===== config.mk =====
export PLATFORM = sky130hd
export DESIGN_NAME = song_sequencer
export DESIGN_NICKNAME = d
export VERILOG_FILES = /design/src/rtl/song_pkg.sv /design/src/rtl/dffr.sv /design/src/rtl/song_rom.sv /design/src/rtl/song_sequencer.sv
export SDC_FILE = /design/constraint.sdc
export NUM_CORES = 1
export LEC_CHECK = 0
export CAP_MARGIN = 15
export CORE_ASPECT_RATIO = 0.75
export CORE_MARGIN = 4
export CORE_UTILIZATION = 45
export CTS_BUF_LIST = sky130_fd_sc_hd__clkbuf_2 sky130_fd_sc_hd__clkbuf_4 sky130_fd_sc_hd__clkbuf_8
export DETAILED_ROUTE_END_ITERATION = 6
export PLACE_DENSITY = 0.67
export SKIP_LAST_GASP = 1
export SYNTH_ARGS = -nofsm -noshare
export SYNTH_HDL_FRONTEND = slang
export SYNTH_HIERARCHICAL = 1
export SYNTH_SLANG_ARGS = --single-unit

===== constraint.sdc =====
create_clock -name i_clk -period 1.95 [get_ports i_clk]
set_input_delay 0.2925 -clock i_clk [delete_from_list [all_inputs] [get_ports i_clk]]
set_output_delay 0.2925 -clock i_clk [all_outputs]
set_load 0.1 [all_outputs]

===== src/rtl/song_pkg.sv =====
// Shared widths, state encoding and ROM word layout for the song sequencer.
package song_pkg;

   localparam int unsigned NOTE_IDX_W = 5;
   localparam int unsigned NOTE_W     = 6;
   localparam int unsigned DUR_W      = 6;
   localparam int unsigned SONG_W     = 2;
   localparam int unsigned ADDR_W     = SONG_W + NOTE_IDX_W;

   localparam logic [DUR_W-1:0]      END_DUR  = '0;
   localparam logic [NOTE_IDX_W-1:0] IDX_LAST = '1;

   typedef enum logic [2:0] {
      ST_NEXT  = 3'd0,
      ST_FETCH = 3'd1,
      ST_EMIT  = 3'd2,
      ST_WAIT  = 3'd3,
      ST_DONE  = 3'd4
   } state_e;

   typedef struct packed {
      logic [NOTE_W-1:0] note;
      logic [DUR_W-1:0]  dur;
   } rom_word_t;

   function automatic rom_word_t mk_word(input int unsigned n, input int unsigned d);
      rom_word_t w;
      w.note = NOTE_W'(n);
      w.dur  = DUR_W'(d);
      return w;
   endfunction

endpackage


===== src/rtl/dffr.sv =====
// Resettable D flop cell: synchronous active-high reset to zero.
module dffr #(
   parameter int unsigned W = 1
) (
   input  logic         i_clk,
   input  logic         i_rst,
   input  logic [W-1:0] i_d,
   output logic [W-1:0] o_q
);

   always_ff @(posedge i_clk) begin
      if (i_rst) o_q <= '0;
      else       o_q <= i_d;
   end

endmodule


===== src/rtl/song_rom.sv =====
// Song ROM: four songs of 32 {note, duration} entries, synchronous read.
module song_rom
   import song_pkg::*;
(
   input  logic              i_clk,
   input  logic [ADDR_W-1:0] i_addr,
   output rom_word_t         o_data
);

   rom_word_t r_data;

   // Unlisted entries read as end-of-song markers.
   function automatic rom_word_t rom_lookup(input logic [ADDR_W-1:0] a);
      logic [SONG_W-1:0]     s;
      logic [NOTE_IDX_W-1:0] i;
      rom_word_t             w;
      s = a[ADDR_W-1 -: SONG_W];
      i = a[NOTE_IDX_W-1:0];
      w = mk_word(0, 0);
      case (s)
         2'd0: begin
            case (i)
               5'd0:    w = mk_word(12, 8);
               5'd1:    w = mk_word(20, 3);
               default: w = mk_word(0, 0);
            endcase
         end
         2'd1: begin
            case (i)
               5'd0:    w = mk_word(5, 4);
               5'd1:    w = mk_word(7, 2);
               5'd2:    w = mk_word(9, 6);
               default: w = mk_word(0, 0);
            endcase
         end
         2'd2: w = mk_word(32'(i) + 32'd1, 32'(i) + 32'd1);
         2'd3: begin
            case (i)
               5'd0:    w = mk_word(63, 63);
               default: w = mk_word(0, 0);
            endcase
         end
      endcase
      return w;
   endfunction

   always_ff @(posedge i_clk) begin
      r_data <= rom_lookup(i_addr);
   end

   assign o_data = r_data;

endmodule


===== src/rtl/song_sequencer.sv =====
// Walks the selected song in ROM, strobing each {note, duration} to the note
// player and waiting for its note_done; pulses song_done at end of song.
module song_sequencer
   import song_pkg::*;
(
   input  logic              i_clk,
   input  logic              i_reset,
   input  logic              i_reset_player,
   input  logic              i_play,
   input  logic [SONG_W-1:0] i_song,
   input  logic              i_note_done,
   output logic [NOTE_W-1:0] o_note,
   output logic [DUR_W-1:0]  o_duration,
   output logic              o_new_note,
   output logic              o_song_done
);

   logic                  w_rst;
   logic [2:0]            r_state_q;
   state_e                w_state;
   state_e                w_state_nxt;
   logic [NOTE_IDX_W-1:0] r_idx;
   logic [NOTE_IDX_W-1:0] w_idx_nxt;
   logic [NOTE_W-1:0]     r_note;
   logic [NOTE_W-1:0]     w_note_nxt;
   logic [DUR_W-1:0]      r_dur;
   logic [DUR_W-1:0]      w_dur_nxt;
   logic                  r_new_note;
   logic                  w_new_note_nxt;
   logic                  r_song_done;
   logic                  w_song_done_nxt;
   logic [ADDR_W-1:0]     w_rom_addr;
   rom_word_t             w_rom_data;

   assign w_rst      = i_reset | i_reset_player;
   assign w_state    = state_e'(r_state_q);
   assign w_rom_addr = {i_song, r_idx};

   song_rom u_rom (
      .i_clk  (i_clk),
      .i_addr (w_rom_addr),
      .o_data (w_rom_data)
   );

   // Next-state, index and output-register inputs.
   always_comb begin
      w_state_nxt = w_state;
      w_idx_nxt   = r_idx;
      w_note_nxt  = r_note;
      w_dur_nxt   = r_dur;
      case (w_state)
         ST_NEXT: begin
            if (i_play) w_state_nxt = ST_FETCH;
         end
         ST_FETCH: begin
            w_note_nxt  = w_rom_data.note;
            w_dur_nxt   = w_rom_data.dur;
            w_state_nxt = (w_rom_data.dur == END_DUR) ? ST_DONE : ST_EMIT;
         end
         ST_EMIT: begin
            w_state_nxt = ST_WAIT;
         end
         ST_WAIT: begin
            if (i_note_done) begin
               if (r_idx == IDX_LAST) begin
                  w_state_nxt = ST_DONE;
               end else begin
                  w_idx_nxt   = r_idx + NOTE_IDX_W'(1);
                  w_state_nxt = ST_NEXT;
               end
            end
         end
         ST_DONE: begin
            w_idx_nxt   = '0;
            w_state_nxt = ST_NEXT;
         end
         default: begin
            w_state_nxt = ST_NEXT;
         end
      endcase
      // Strobes are registered copies of the state being entered.
      w_new_note_nxt  = (w_state_nxt == ST_EMIT);
      w_song_done_nxt = (w_state_nxt == ST_DONE);
   end

   dffr #(.W(3)) u_state_ff (
      .i_clk (i_clk), .i_rst (w_rst), .i_d (w_state_nxt), .o_q (r_state_q)
   );

   dffr #(.W(NOTE_IDX_W)) u_idx_ff (
      .i_clk (i_clk), .i_rst (w_rst), .i_d (w_idx_nxt), .o_q (r_idx)
   );

   dffr #(.W(NOTE_W)) u_note_ff (
      .i_clk (i_clk), .i_rst (w_rst), .i_d (w_note_nxt), .o_q (r_note)
   );

   dffr #(.W(DUR_W)) u_dur_ff (
      .i_clk (i_clk), .i_rst (w_rst), .i_d (w_dur_nxt), .o_q (r_dur)
   );

   dffr #(.W(1)) u_new_note_ff (
      .i_clk (i_clk), .i_rst (w_rst), .i_d (w_new_note_nxt), .o_q (r_new_note)
   );

   dffr #(.W(1)) u_song_done_ff (
      .i_clk (i_clk), .i_rst (w_rst), .i_d (w_song_done_nxt), .o_q (r_song_done)
   );

   assign o_note      = r_note;
   assign o_duration  = r_dur;
   assign o_new_note  = r_new_note;
   assign o_song_done = r_song_done;

endmodule

=== After elaboration in Yosys (flattened, before gate mapping) ===
Cells that the tools add are included.

* $add $sub $neg: 2
* $mul: 0
* Divide/modulo/power cells: 0
* Order comparisons: 0
* Eq/ne operators: 14
* Shift operators: 0
* Mux-type cells: 12
* Bitwise operators: 1
* Reductions and logical operators: 6

{| class="wikitable"
|+ Operators by type and width
! cell !! count
|-
| one-hot mux 12 bit (4 select lines) || 1
|-
| one-hot mux 10 bit (3 select lines) || 1
|-
| one-hot mux 11 bit (2 select lines) || 1
|-
| 2-to-1 mux 12 bit || 1
|-
| 2-to-1 mux 3 bit || 4
|-
| one-hot mux 3 bit (4 select lines) || 1
|-
| 2-to-1 mux 5 bit || 2
|-
| one-hot mux 5 bit (2 select lines) || 1
|-
| equality test 3 x 2 -> 1 bit, second input constant || 3
|-
| adder 5 x 1 -> 6 bit, second input constant || 1
|-
| equality test 3 bit, second input constant || 2
|-
| logical NOT 6 bit || 1
|-
| adder 5 x 1 -> 5 bit, second input constant || 1
|-
| equality test 5 x 1 -> 1 bit, second input constant || 1
|-
| equality test 5 x 2 -> 1 bit, second input constant || 1
|-
| equality test 5 bit, second input constant || 1
|-
| logical NOT 5 bit || 1
|-
| equality test 2 bit, second input constant || 2
|-
| != test 2 bit, second input constant || 2
|-
| equality test 3 x 1 -> 1 bit, second input constant || 1
|-
| logical NOT 3 bit || 1
|-
| AND reduction 3 bit || 1
|-
| equality test 2 x 1 -> 1 bit, second input constant || 1
|-
| logical NOT 2 bit || 1
|-
| 2 further kinds || 2
|}

* Bits in registers: 34
* Latch bits: 0
* Memory bits (writable): 0
* Memory bits (read-only): 0
* Output and inout port bits: 14
* Word-level logic and storage cells: 43
* Memories kept: 0

=== Depth between registers and ports, before layout ===
* Depth in word-level cells: 5
* Depth in mapped cells: 6
* Depth with buffers taken out: 5

=== Modules after synthesis ===
The synthesis kept the hierarchy.

{| class="wikitable"
|+ By module, submodules not included
! module !! times used !! cells an instance !! area each (µm²)
|-
| song_rom || 1 || 64 || 603.1
|-
| song_sequencer || 1 || 50 || 404.1
|-
| dffr at u_dur_ff ... || 2 || 12 || 157.7
|-
| dffr at u_idx_ff || 1 || 10 || 131.4
|-
| dffr at u_state_ff || 1 || 6 || 78.8
|-
| dffr at u_new_note_ff ... || 2 || 2 || 33.8
|}

=== Least setup slack after synthesis ===
No wires, ideal clock.

* Path type: flip-flop to flip-flop
* Start: reg u_idx_ff.o_q[0]
* End: reg u_rom.r_data (netlist bit u_rom/o_data[7])
* Setup time: 117 ps
* Arrival time: 1342 ps
* Path slack: 491 ps
* Cell stages (with the launch flop): 6
* Path buffers: 1
* Clock period less this slack: 1459 ps
* Path through: dfxtp_1 > inv_1 > ha_1 > buf_6 > mux2_2 > a32o_2

* Word-level cells in the longest chain between the ends: 3
* Elaborated cells between the ends (all ways): 7

{| class="wikitable"
|+ RTL lines
! item !! RTL line !! RTL
|-
| from (decl) || dffr.sv:8 || <nowiki>output logic [W-1:0] o_q</nowiki>
|-
| from (signal assigned) || dffr.sv:13 || <nowiki>else o_q <= i_d;</nowiki>
|-
| branches (longest 2 deep; another with adder 5 x 1 -> 6 bit) || - ||
|-
| one-hot mux 12 bit (4 select lines) (*) || song_rom.sv:20 || <nowiki>case (s)</nowiki>
|-
| to (signal assigned) || song_rom.sv:48 || <nowiki>r_data <= rom_lookup(i_addr);</nowiki>
|-
| to (decl) || song_rom.sv:10 || <nowiki>rom_word_t r_data;</nowiki>
|}

Mark *: on every way between the ends.
A chain may end at the register's enable or synchronous reset.

=== Final worst setup path ===
* Start: reg u_idx_ff.o_q[0]
* End: reg u_rom.r_data (netlist bit u_rom/o_data[9])

* Word-level cells in the longest chain between the ends: 3
* Elaborated cells between the ends (all ways): 8

{| class="wikitable"
|+ RTL lines
! item !! RTL line
|-
| branches (longest 2 deep; another with adder 5 x 1 -> 6 bit) || -
|-
| one-hot mux 12 bit (4 select lines) (*) || song_rom.sv:20
|}

Marked as above.

==> metrics.cfg <==
[global_route]
grt_first_pass_wirelength_mm=5.30
grt_start_max_net_pins=23
grt.total_usage_pct=15.4
grt_overflow=0
antenna_violations_before_repair=0
first_global_vias=1137

[clock_tree]
buffer_depth_of_the_longest_clock_path=2
number_of_sinks_handled_by_clock_tree_synthesis=33
cts_resized=0
clock_slew_seen_by_the_registers_of_the_worst_setup_and_hold_paths_ps=70
ctsHoldBuffers=0
cts.htree.levels=2
cts-buffers-inserted=5
cts_root_buffer=clkbuf_8
cts_tree=yes
insertion_delay_ps=280
cts_post_setup_buffers_inserted=0

[route]
initialDrtViolationCount=51
routed_wire_length_per_instance_um=13.6
antenna_violating_nets_post_route=0
drt-pass1-iter-count=4
wirelength_mm=3.07
via_count=1170
vias_per_cell=5.20
post-route-drc-count=0

[critical_path]
crit-reg2reg-launch=u_idx_ff/o_q[0]$_SDFF_PP0_
r2r.worst_path.cells=5
start_kind=flop
crit_path_max_incr_delay_ps=480
critical_path.reg2reg.endpoint=u_rom/o_data[9]$_DFF_P_
crit_path_top_delay_cell=dfxtp_1
worst-endpoint-required_ps=2120
reg_to_reg_setup_timing_slack_ps=320
crit_path_end_kind=flop
path_cells=inv_1 > ha_1 > mux2_2 > a21oi_1 > o22ai_1
worstPathArrival_ps=1790
crit_type=flop to flop
critical_path_peak_fanout=10

[cells_and_area]
layout.area.seq_um2=661
layout-area-overhead-vs-synth_pct=20.4
antenna_cells_inserted=0
drive_above_1_share_pct=21.6
multi_input_area_um2=890
final_cells=225
nets=196
fillerInstances=296

[sta]
maxClockFrequency_mhz=615
fin_skew_ps=4.02
setup_total_negative_slack_ps=0
final_report_setup_violation_count=0
worst_slew_pin_slew_ps=509
time_the_final_worst_path_needs_with_i_o_delays_and_setup_ps=1630
report.final.slew_viol_count=0
setup_repair_after_global_routing_missed_its_margin=false
hold_viol=0
timing.slew.headroom_pct=66.1
final_min_period_over_clock_period_pct=83.4

[power_and_ir_drop]
irDropWorstVdd_mv=0.466
intPower_mw=1.18
power_per_cell_area_mw_per_mm2=778
reg_power_share_pct=47.0
power_switching_share_pct=21.6
switchingPower_mw=0.323
power.share.clock_pct=44.9
combinational_cell_fraction_of_total_power_pct=8.1
p_leak_nw=0.808

[floorplan]
start_util_pct=47.7
boundaryPins=21
core.rowCount=18
die_height_um=59.6
area_enclosed_by_the_die_boundary_mm2=0.00458
core_area_mm2=0.00336
die_width_um=76.9

[yosys]
synth-edff-count=0
syn-num-nets=170
synthesis.instances=158
yosys.cell_types.count=49
syn_area_per_cell_um2=10.1
synth_async_sr_flop_share_pct=0
ys_seq_elements=33
synth_sequential_area_ratio_pct=41.3
yosysWarnings=6
synth_top_flop_cell=dfxtp_1
synth.cell_area_mm2=0.00160

[job]
max_cap_viol_count=0

[placement]
placed_instances=217
gp_routability_congestion=0.879
place.detailed.hpwl_mm=2.18
portBuffers=20

[worst_hold_path]
hold_class=flop to flop
whs_endpoint=u_note_ff/o_q[3]$_SDFF_PP0_
hold_critical_path_depth=2
min-delay-start=u_rom/o_data[9]$_DFF_P_

[run_status]
status=finished, final reports clean

[routing by layer]
| metal | share of wire [%] | vias to the layer above | wire length, um | track usage (%) |
|---|---|---|---|---|
| met5 | 0 | - | 0 | 0 |
| met3 | 4.4 | 8 | 135 | 4.56 |
| met4 | 2.5 | 0 | 76 | 9.30 |
| met1 | 51 | 532 | 1570 | 19.6 |
| li1 | - | 612 | - | - |
| met2 | 42 | 18 | 1280 | 23.4 |
[synthesized netlist by cell type (all sizes together), types with 2 or more instances]
cell / instances / share of area, %
a21oi: 4 / 1.3
and2b: 2 / 0.94
buf: 5 / 2.4
dfxtp: 33 / 41
ha: 5 / 3.9
inv: 3 / 0.70
mux2: 14 / 9.9
nand2: 8 / 1.9
nand2b: 3 / 1.2
nand3: 6 / 2.2
nand4: 2 / 0.78
nor2: 2 / 0.47
nor2b: 24 / 10
nor3: 2 / 1.6
nor3b: 3 / 1.7
o211ai: 2 / 0.94
o21ai: 13 / 4.1
o22ai: 2 / 1.2
or3b: 2 / 1.1
xor2: 3 / 1.6
[sequential cells by signal, indices dropped and copies added, names as in the netlist]
register / count
u_state_ff/o_q: 3
u_dur_ff/o_q: 6
u_song_done_ff/o_q: 1
u_new_note_ff/o_q: 1
u_rom/o_data: 11
u_idx_ff/o_q: 5
u_note_ff/o_q: 6
[how the worst max path moves through the flow]
| stage | from | endpoint | cells after the start |
|---|---|---|---|
| after floorplan | u_idx_ff/o_q[0]$_SDFF_PP0_ | u_rom/o_data[7]$_DFF_P_ | 5 |
| after global placement | i_note_done | u_idx_ff/o_q[3]$_SDFF_PP0_ | 5 |
| after detailed placement | i_note_done | u_idx_ff/o_q[2]$_SDFF_PP0_ | 5 |
| after CTS | u_idx_ff/o_q[0]$_SDFF_PP0_ | u_rom/o_data[9]$_DFF_P_ | 5 |
| after global routing | u_idx_ff/o_q[0]$_SDFF_PP0_ | u_idx_ff/o_q[2]$_SDFF_PP0_ | 5 |
| final | u_idx_ff/o_q[0]$_SDFF_PP0_ | u_rom/o_data[9]$_DFF_P_ | 5 |
[final cells by class]
class	instances	area share, %
inverter	3	0.584
sequential	33	34.3
timing repair buffer	24	10.1
tap	40	2.60
clock buffer	7	4.68
clock inverter	1	1.56
multi-input combinational	117	46.2
[worst max-delay path: cells and delay by family, from the launching register on]
family                     cells  cell delay (ps)
adders and majority gates      1              340
buffers and inverters          1              140
AOI/OAI and AO/OA              2              240
DFF                            1              480
muxes                          1              310
[kinds of logic after synthesis]
| kind of cell | synth area share, % |
|---|---|
| simple gates | 27.4 |
| flops | 41.3 |
| compound gates | 12.1 |
| mux | 10.5 |
| buf+inv | 3.13 |
| fa+ha+maj | 3.91 |
| xor+xnor | 1.64 |
[layout by cell type (no fill, tap or decap), types with 4 or more instances in the layout]
| cell type | synthesis | layout |
|---|---|---|
| a21oi_1 | 4 | 4 |
| buf_4 | 3 | 18 |
| clkbuf_8 | 0 | 6 |
| clkdlybuf4s50_1 | 0 | 6 |
| dfxtp_1 | 33 | 33 |
| ha_1 | 5 | 5 |
| mux2_1 | 11 | 11 |
| nand2_1 | 8 | 8 |
| nand3_1 | 5 | 5 |
| nor2b_1 | 22 | 22 |
| o21ai_1 | 12 | 12 |
[power groups by stage]
stage / combinational, mW / sequential [mW] / clock [mW]
floorplan: 0.0631 / 0.743 / 0
finish: 0.121 / 0.705 / 0.673
global placement: 0.119 / 0.720 / 0
global route: 0.132 / 0.708 / 0.716
detailed placement: 0.121 / 0.721 / 0
CTS: 0.122 / 0.705 / 0.698
[per-stage QoR]
stage | utilization (%) | cell area (um^2) | power, mW | worst slack, ps | hold slack [ps]
2_1_floorplan | - | 1600 | 0.806 | 491 | 482
3_3_place_gp | 53.8 | 1810 | 0.839 | 334 | 531
3_5_place_dp | 53.8 | 1810 | 0.841 | 300 | 545
4_1_cts | 57.4 | 1930 | 1.52 | 349 | 562
5_1_grt | 57.4 | 1930 | 1.56 | 159 | 601
6_report | 57.4 | 1930 | 1.50 | 323 | 556
No activity file was read; power rests on OpenSTA's default activity.
